## src/rtl/div_pkg.sv

```systemverilog
// Shared types and constants for the radix-2 restoring divide sequencer.
package div_pkg;

    typedef enum logic [1:0] {
        IDLE = 2'd0,
        BUSY = 2'd1,
        DONE = 2'd2
    } div_state_e;

    localparam int DIV_W     = 32;
    localparam int DIV_ITERS = 32;
    localparam int DIV_RES_W = 64;
    localparam int CNT_W     = $clog2(DIV_ITERS) + 1;

    // Two's-complement negate when en is set; used for |x| on entry and sign fix-up on exit.
    function automatic logic [DIV_W-1:0] neg_if(input logic [DIV_W-1:0] v, input logic en);
        logic [DIV_W-1:0] r;
        if (en) begin
            r = {DIV_W{1'b0}} - v;
        end else begin
            r = v;
        end
        return r;
    endfunction

endpackage

```

## src/rtl/div_step.sv

```systemverilog
// One combinational restoring-divide step: shift in the next dividend bit,
// trial-subtract the divisor and keep the difference when it does not borrow.
module div_step
    import div_pkg::*;
#(
    parameter int WIDTH = DIV_W
) (
    input  logic [WIDTH-1:0] rem_i,
    input  logic             dvd_msb_i,
    input  logic [WIDTH-1:0] dvs_i,
    output logic [WIDTH-1:0] rem_o,
    output logic             q_bit_o
);

    logic [WIDTH:0]   shifted_s;
    logic [WIDTH+1:0] diff_s;
    logic             borrow_s;

    // The shifted remainder can be WIDTH+1 bits wide; the extra top bit catches the borrow.
    always_comb begin
        shifted_s = {rem_i, dvd_msb_i};
        diff_s    = {1'b0, shifted_s} - {2'b00, dvs_i};
        borrow_s  = diff_s[WIDTH+1];
        q_bit_o   = ~borrow_s;
        if (borrow_s) begin
            rem_o = shifted_s[WIDTH-1:0];
        end else begin
            rem_o = diff_s[WIDTH-1:0];
        end
    end

endmodule

```

## src/rtl/div_ctrl.sv

```systemverilog
// Multi-cycle DIV/DIVU sequencer: 32 restoring steps, result as {remainder, quotient}.
// Define DIV_ZERO_FAST_EN to finish a divide-by-zero in one cycle with {a, all-ones}.
module div_ctrl
    import div_pkg::*;
#(
    parameter int WIDTH = DIV_W
) (
    input  logic                 clk,
    input  logic                 resetn,
    input  logic                 start,
    input  logic                 signed_div,
    input  logic [WIDTH-1:0]     a,
    input  logic [WIDTH-1:0]     b,
    input  logic                 annul,
    input  logic                 pipe_stall,
    output logic                 stall,
    output logic                 result_ready,
    output logic [DIV_RES_W-1:0] div_res
);

    localparam logic [CNT_W-1:0] LAST_STEP = CNT_W'(DIV_ITERS - 1);

    div_state_e           state_q, state_d;
    logic [CNT_W-1:0]     cnt_q, cnt_d;
    logic [WIDTH-1:0]     rem_q, rem_d;
    logic [WIDTH-1:0]     quo_q, quo_d;
    logic [WIDTH-1:0]     dvs_q, dvs_d;
    logic                 neg_quo_q, neg_quo_d;
    logic                 neg_rem_q, neg_rem_d;
    logic [DIV_RES_W-1:0] res_q, res_d;

    logic [WIDTH-1:0]     step_rem_s;
    logic                 step_q_s;
    logic [WIDTH-1:0]     quo_next_s;

    div_step #(.WIDTH(WIDTH)) u_step (
        .rem_i     (rem_q),
        .dvd_msb_i (quo_q[WIDTH-1]),
        .dvs_i     (dvs_q),
        .rem_o     (step_rem_s),
        .q_bit_o   (step_q_s)
    );

    // The dividend register doubles as the quotient: each step shifts a dividend bit out and a quotient bit in.
    always_comb begin
        quo_next_s = {quo_q[WIDTH-2:0], step_q_s};
        state_d    = state_q;
        cnt_d      = cnt_q;
        rem_d      = rem_q;
        quo_d      = quo_q;
        dvs_d      = dvs_q;
        neg_quo_d  = neg_quo_q;
        neg_rem_d  = neg_rem_q;
        res_d      = res_q;
        if (annul) begin
            state_d = IDLE;
        end else begin
            case (state_q)
                IDLE: begin
                    if (start) begin
                        dvs_d     = neg_if(b, signed_div & b[WIDTH-1]);
                        quo_d     = neg_if(a, signed_div & a[WIDTH-1]);
                        rem_d     = {WIDTH{1'b0}};
                        cnt_d     = {CNT_W{1'b0}};
                        neg_quo_d = signed_div & (a[WIDTH-1] ^ b[WIDTH-1]);
                        neg_rem_d = signed_div & a[WIDTH-1];
                        state_d   = BUSY;
`ifdef DIV_ZERO_FAST_EN
                        if (b == {WIDTH{1'b0}}) begin
                            state_d = DONE;
                            res_d   = {a, {WIDTH{1'b1}}};
                        end else begin
                            state_d = BUSY;
                        end
`endif
                    end else begin
                        state_d = IDLE;
                    end
                end
                BUSY: begin
                    rem_d = step_rem_s;
                    quo_d = quo_next_s;
                    cnt_d = cnt_q + {{(CNT_W-1){1'b0}}, 1'b1};
                    if (cnt_q == LAST_STEP) begin
                        state_d = DONE;
                        res_d   = {neg_if(step_rem_s, neg_rem_q), neg_if(quo_next_s, neg_quo_q)};
                    end else begin
                        state_d = BUSY;
                    end
                end
                DONE: begin
                    if (pipe_stall) begin
                        state_d = DONE;
                    end else begin
                        state_d = IDLE;
                    end
                end
                default: begin
                    state_d = IDLE;
                end
            endcase
        end
    end

    // Sequencer state, datapath and held result.
    always_ff @(posedge clk or negedge resetn) begin
        if (!resetn) begin
            state_q   <= IDLE;
            cnt_q     <= {CNT_W{1'b0}};
            rem_q     <= {WIDTH{1'b0}};
            quo_q     <= {WIDTH{1'b0}};
            dvs_q     <= {WIDTH{1'b0}};
            neg_quo_q <= 1'b0;
            neg_rem_q <= 1'b0;
            res_q     <= {DIV_RES_W{1'b0}};
        end else begin
            state_q   <= state_d;
            cnt_q     <= cnt_d;
            rem_q     <= rem_d;
            quo_q     <= quo_d;
            dvs_q     <= dvs_d;
            neg_quo_q <= neg_quo_d;
            neg_rem_q <= neg_rem_d;
            res_q     <= res_d;
        end
    end

    // Stall must drop in DONE and during a flush so the pipeline can move on the same cycle.
    always_comb begin
        stall        = ~annul & (((state_q == IDLE) & start) | (state_q == BUSY));
        result_ready = ~annul & (state_q == DONE);
        div_res      = res_q;
    end

endmodule

```

## config.mk

```make
export PLATFORM = sky130hd
export DESIGN_NAME = div_ctrl
export DESIGN_NICKNAME = d
export VERILOG_FILES = /design/src/rtl/div_pkg.sv /design/src/rtl/div_step.sv /design/src/rtl/div_ctrl.sv
export SDC_FILE = /design/constraint.sdc
export NUM_CORES = 1
export LEC_CHECK = 0
export BUFFER_PORTS_ARGS = -buffer_cell sky130_fd_sc_hd__buf_4
export CAP_MARGIN = 25
export CORE_MARGIN = 3
export CORE_UTILIZATION = 55
export DETAILED_ROUTE_END_ITERATION = 8
export GPL_TIMING_DRIVEN = 0
export PLACE_DENSITY = 0.76
export SETUP_SLACK_MARGIN = 0.15
export SYNTH_ARGS = -nofsm -noshare
export SYNTH_HDL_FRONTEND = slang
export SYNTH_SLANG_ARGS = --single-unit
export TNS_END_PERCENT = 50
```

## constraint.sdc

```tcl
create_clock -name clk -period 5.8 [get_ports clk]
set_clock_uncertainty 0.1 [all_clocks]
set_input_delay 1.16 -clock clk [delete_from_list [all_inputs] [get_ports clk]]
set_output_delay 1.16 -clock clk [all_outputs]
set_load 0.005 [all_outputs]
```

* Word level (Yosys, flattened, before mapping) *
Cells that the tools add are included.

word-level totals
  bits in registers = 170

cells by class
  $add $sub $neg = 6
  eq/ne operators = 4
  mux-type cells = 16
  bitwise gates (word level) = 10
  reduce and logical (&&, ||, !) cells = 5

operators by type and width
  operator                 count
  $mux W32                 7
  $pmux W32 S2             2
  $sub A1 B32 Y32 const A  4
  $sub A33 B32 Y34         1
  $pmux W6 S2              1
  $reduce_and A3 Y1        3
  $add A6 B1 Y6 const B    1
  $and A1 B1 Y1            6
  $eq A6 B5 Y1 const B     1
  $mux W2                  3
  $mux W6                  1
  $pmux W2 S3              1
  $eq A2 B1 Y1 const B     1
  $eq A2 B2 Y1 const B     1
  $logic_not A2 Y1         1
  $ne A2 B2 Y1 const B     1
  $not A1 Y1               2
  $reduce_bool A2 Y1       1
  $mux W1                  1
  $or A1 B1 Y1             1
  $xor A1 B1 Y1            1

* Longest topological paths before layout *
  depth in word-level cells = 4
  mapped depth = 24
  gate-level depth less buffers = 18

* Hierarchy *
Synthesis repeated with hierarchy kept, for this count alone.

second synthesis, totals
  cells, all modules = 1,392
  area total of the unflattened synthesis = 11,747.5 um2

modules (own cells, without submodules)
  module    instances  cells each  area each (um2)  seq. area each (um2)
  div_ctrl  1          1,019       9,318.9          4,254.1
  div_step  1          373         2,428.6          0.0

* Least setup slack after synthesis *
OpenSTA, ideal clock, no wires.

  kind = reg2reg
  start point = register rem_q[10]
  end point = register res_q[54], in the netlist div_res[54]
  setup time = 0.125 ns
  arrival = 4.592 ns
  required time = 5.575 ns
  setup slack = 0.983 ns
  stages on the path, launching flop included = 24
  clock period less this slack = 4.817 ns
  cell sequence = dfrtp_1 > ha_1 > buf_2 > and4_1 > buf_4 > nand2_1 > a211o_1 > a311oi_4 > or2_1 > buf_6 > buf_8 > buf_2 > buf_2 > nand2_1 > o21ai_0 > ha_1 > nand2_1 > a211o_1 > nor4b_4 > o221ai_2 > nor4b_4 > a21oi_1 > xnor2_1 > mux2_2

between the ends
  longest elaborated chain between the ends = 4

RTL lines
  item                    RTL line         source
  start, declared         div_ctrl.sv:25   logic [WIDTH-1:0] rem_q, rem_d;
  start signal, assigned  div_ctrl.sv:110  rem_q <= {WIDTH{1'b0}};
  start signal, assigned  div_ctrl.sv:119  rem_q <= rem_d;
  $sub A33 B32 Y34        div_step.sv:22   diff_s = {1'b0, shifted_s} - {2'b00, dvs_i};
  $mux W32 *              div_step.sv:25   if (borrow_s) begin
  $sub A1 B32 Y32         div_pkg.sv:19    r = {DIV_W{1'b0}} - v;
  $mux W32 *              div_pkg.sv:18    if (en) begin
  end signal, assigned    div_ctrl.sv:115  res_q <= {DIV_RES_W{1'b0}};
  end signal, assigned    div_ctrl.sv:124  res_q <= res_d;
  end, declared           div_ctrl.sv:30   logic [DIV_RES_W-1:0] res_q, res_d;

Mark *: on every way between the ends. The rest lies on a longest branch, timed or not.
A chain may end at the register's enable or synchronous reset.

* Final worst setup path *
Ends and elaborated chain as after synthesis.

==> metrics.txt <==
Max-Cap Viols 0; syn avg cell area 8.11 µm²; Setup crit start kind flip-flop; Via density approximately 6.1; synth warn 0; Final setup viols 0; I/O pin count 136; Hold Path Depth 2; largest net degree at the start of global routing around 110; CP most frequent cell nand2_1; Filler Cell Count 1,833; setup_tns 0 ns; Worst R2R Path Depth 22; Core Footprint about 21,000 µm²; Via Count 11,700; r2r startpoint rem_q[10]; die width 153 µm; relative slew slack 38.2%; initial antenna violation count 1; Area Growth Syn to Fin 17.1%; final worst path period share 94.1%; sequential share of the synthesized area 35.9%; largest cells by area after synthesis dfrtp_1 (36%), o21ai_0 (9.0%), nand2_1 (7.3%); Worst Hold End div_res[27]; PD cells slightly below 500 nW/µm²; Starting Density 56.2%; layout net count 1,727; Max Fclk around 180 MHz; PortBufs 135; Final GP Congestion 0.935; Root Driver clkbuf_16; internal reg-to-reg setup slack 0.34 ns; Min-Delay Path Class flip-flop to flip-flop; Top Family by Delay on Critical Path compound AO/OA/AOI/OAI gates; Tmin final 5.46 ns; share of layout cells above drive strength 1 approximately 14%; CP Data Required Time 6.03 ns; Total GRT Usage 30.9%; Pleak 0.00617 µW; data arrival time of the worst path 5.69 ns; CP Max Fanout 19; grt ovf 0; DR WL/cell 19.2 µm; Synth top area share 35.9%; CP peak stage delay 0.48 ns; Worst-Margin Slew between 0.9 and 1 ns; diodes inserted 0; Die Area 23,400 µm²; Skew-Pair Late Insertion Delay between 0.4 and 0.5 ns; Crit Path Category flip-flop to flip-flop; Synth Instances 1,463; TritonCTS Sinks 170; Detail Route Antenna Nets 0; dominant synthesized flop cell dfrtp_1; number of global-route vias before repair 11,100; hold path startpoint div_res[27]; final WL 36,700 µm; Post-synth EDFFs 0; Fin. Hold Viols 0; post-synth top area cell dfrtp_1; dpl hpwl 28,400 µm; commonest non-fill, non-tap cell in the layout nand2_1; status finished, final reports clean; CTS HTree Levels 4; first-pass iteration count of the detailed router 7; register area 4250 µm²; maximum root-to-sink buffer count 2; commonest non-fill, non-tap cells in the layout nand2_1 (231), o21ai_0 (210), dfrtp_1 (170); syn nets approximately 1,600; library cells used by synthesis 90; peak supply drop 0.000309 V; Async SR Flop Fraction 100%; RSZ-0062 raised after global routing false; area occupied by multi-input gates 7040 µm²; Synth Register Bits between 150 and 200; Site Rows 53; max-slew violation count 0; Num CTS Buffers 17; first-pass GRT wire length 58,500 µm; final instance area 13,900 µm²; dpl cell area 13,300 µm²; Slowest-stage cell, CP dfrtp_1; Clk pin slew, worst setup/hold paths 0.08 ns; die height around 150 µm; CTS tree yes; DRC 0; WP buf/inv 5; reg2reg end div_res[54]; Crit. End Element flip-flop; final core occ between 60 and 70%; crit path cell chain ha_1 -> buf_2 -> and4_1 -> buf_4 -> nand2_1 -> a211o_1 -> a311oi_4 -> or2_4 -> buf_6 -> buf_8 -> buf_6 -> nand2_1 -> o21ai_1 -> ha_2 -> nand2_1 -> a211o_1 -> nor4b_4 -> o221ai_4 -> nor4b_4 -> a21oi_1 -> xnor2_1 -> mux2_2; Hold Buf Count CTS 0; synthesized area 11,900 µm²; DR iter-0 viols slightly below 1,000
[kinds of logic (layout without fill, tap and decap cells)]
| family | after synthesis | after routing | synth area share [%] |
|---|---|---|---|
| compound gates | 465 | 465 | 23.8 |
| fa+ha+maj | 38 | 38 | 4.07 |
| xor+xnor | 140 | 140 | 10.3 |
| flops | 170 | 170 | 35.9 |
| buf+inv | 142 | 311 | 4.98 |
| mux | 16 | 16 | 1.49 |
| simple gates | 492 | 492 | 19.4 |
[where the power goes]
group | switching, µW | total (µW) | internal [µW]
Clock | 568 | 1150 | 577
Sequential | 234 | 1600 | 1360
Combinational | 2580 | 4080 | 1500
Total | 3390 | 6820 | 3440
[through the flow]
stage | total power (µW) | hold slack (ns) | cells | setup WS [ns]
2_1_floorplan | 4440 | 0.350 | 1463 | 0.983
3_3_place_gp | 5460 | 0.362 | 1873 | -0.170
3_5_place_dp | 5520 | 0.371 | 1874 | -0.248
4_1_cts | 6680 | 0.388 | 1904 | 0.218
5_1_grt | 7250 | 0.413 | 1907 | 0.149
6_report | 6820 | 0.382 | 1907 | 0.342
[layout make-up]
| cell class | instances | share of cell area, % |
|---|---|---|
| Multi-Input combinational cell | 1151 | 50.7 |
| Sequential cell | 170 | 30.6 |
| Timing Repair Buffer | 139 | 7.71 |
| Clock buffer | 18 | 3.09 |
| Buffer | 76 | 2.55 |
| Tap cell | 275 | 2.48 |
| Inverter | 64 | 1.76 |
| Clock inverter | 14 | 1.07 |
[Yosys cell counts (4+ instances only)]
cell and number:
nor4_1 14, and2_1 6, or3_1 18, or4_1 10
buf_2 12, a31oi_1 9, clkbuf_1 56, inv_1 64
and4_1 4, xnor2_1 62, o21ai_0 213, xor2_1 78
a22o_1 5, nand3_1 18, nand2_1 231, o211ai_1 8
nor2_1 98, nor3_1 29, o22ai_1 5, nand2b_1 8
nor2b_1 8, a211oi_1 4, dfrtp_1 170, o31ai_1 26
ha_1 37, o41ai_1 14, a21o_1 8, nand4_1 18
buf_4 4, o21ai_1 5, a211o_1 4, mux2i_1 12
nand3b_1 5, a21oi_1 116
[layer usage]
metal	up-vias	wire length, µm	GRT usage (%)
li1	5501	-	-
met1	5558	16100	44.4
met2	569	16400	47.4
met3	83	3100	5.52
met4	2	1060	10.4
met5	-	9	0
[state kept, by name, summed over array words and instances (netlist names)]
name and flops:
state_q 2, neg_quo_q 1, dvs_q 32, div_res 64, quo_q 32, neg_rem_q 1
rem_q 32, cnt_q 6
[repair_timing]
action	CTS	global route
gates resized for setup	5	7
setup endpoints to repair	11	6
cloned	0	0
buffers inserted	0	3
pin swaps	0	4
[how the worst max path moves through the flow]
| stage | start | end | slack, ns | cells after the start |
|---|---|---|---|---|
| finish | rem_q[10] | div_res[54] | 0.34 | 22 |
| detailed placement | dvs_q[10] | div_res[54] | -0.25 | 21 |
| CTS | dvs_q[10] | div_res[54] | 0.22 | 20 |
| global route | rem_q[10] | div_res[54] | 0.15 | 22 |
| global placement | rem_q[21] | div_res[54] | -0.17 | 20 |
| floorplan | rem_q[10] | div_res[54] | 0.98 | 23 |
[worst min-delay path, cell delays in order, from the launching register on]
cell     delay, ns
dfrtp_1       0.35
nand2_1       0.04
o21ai_0       0.06
No activity file was read; power rests on OpenSTA's default activity.
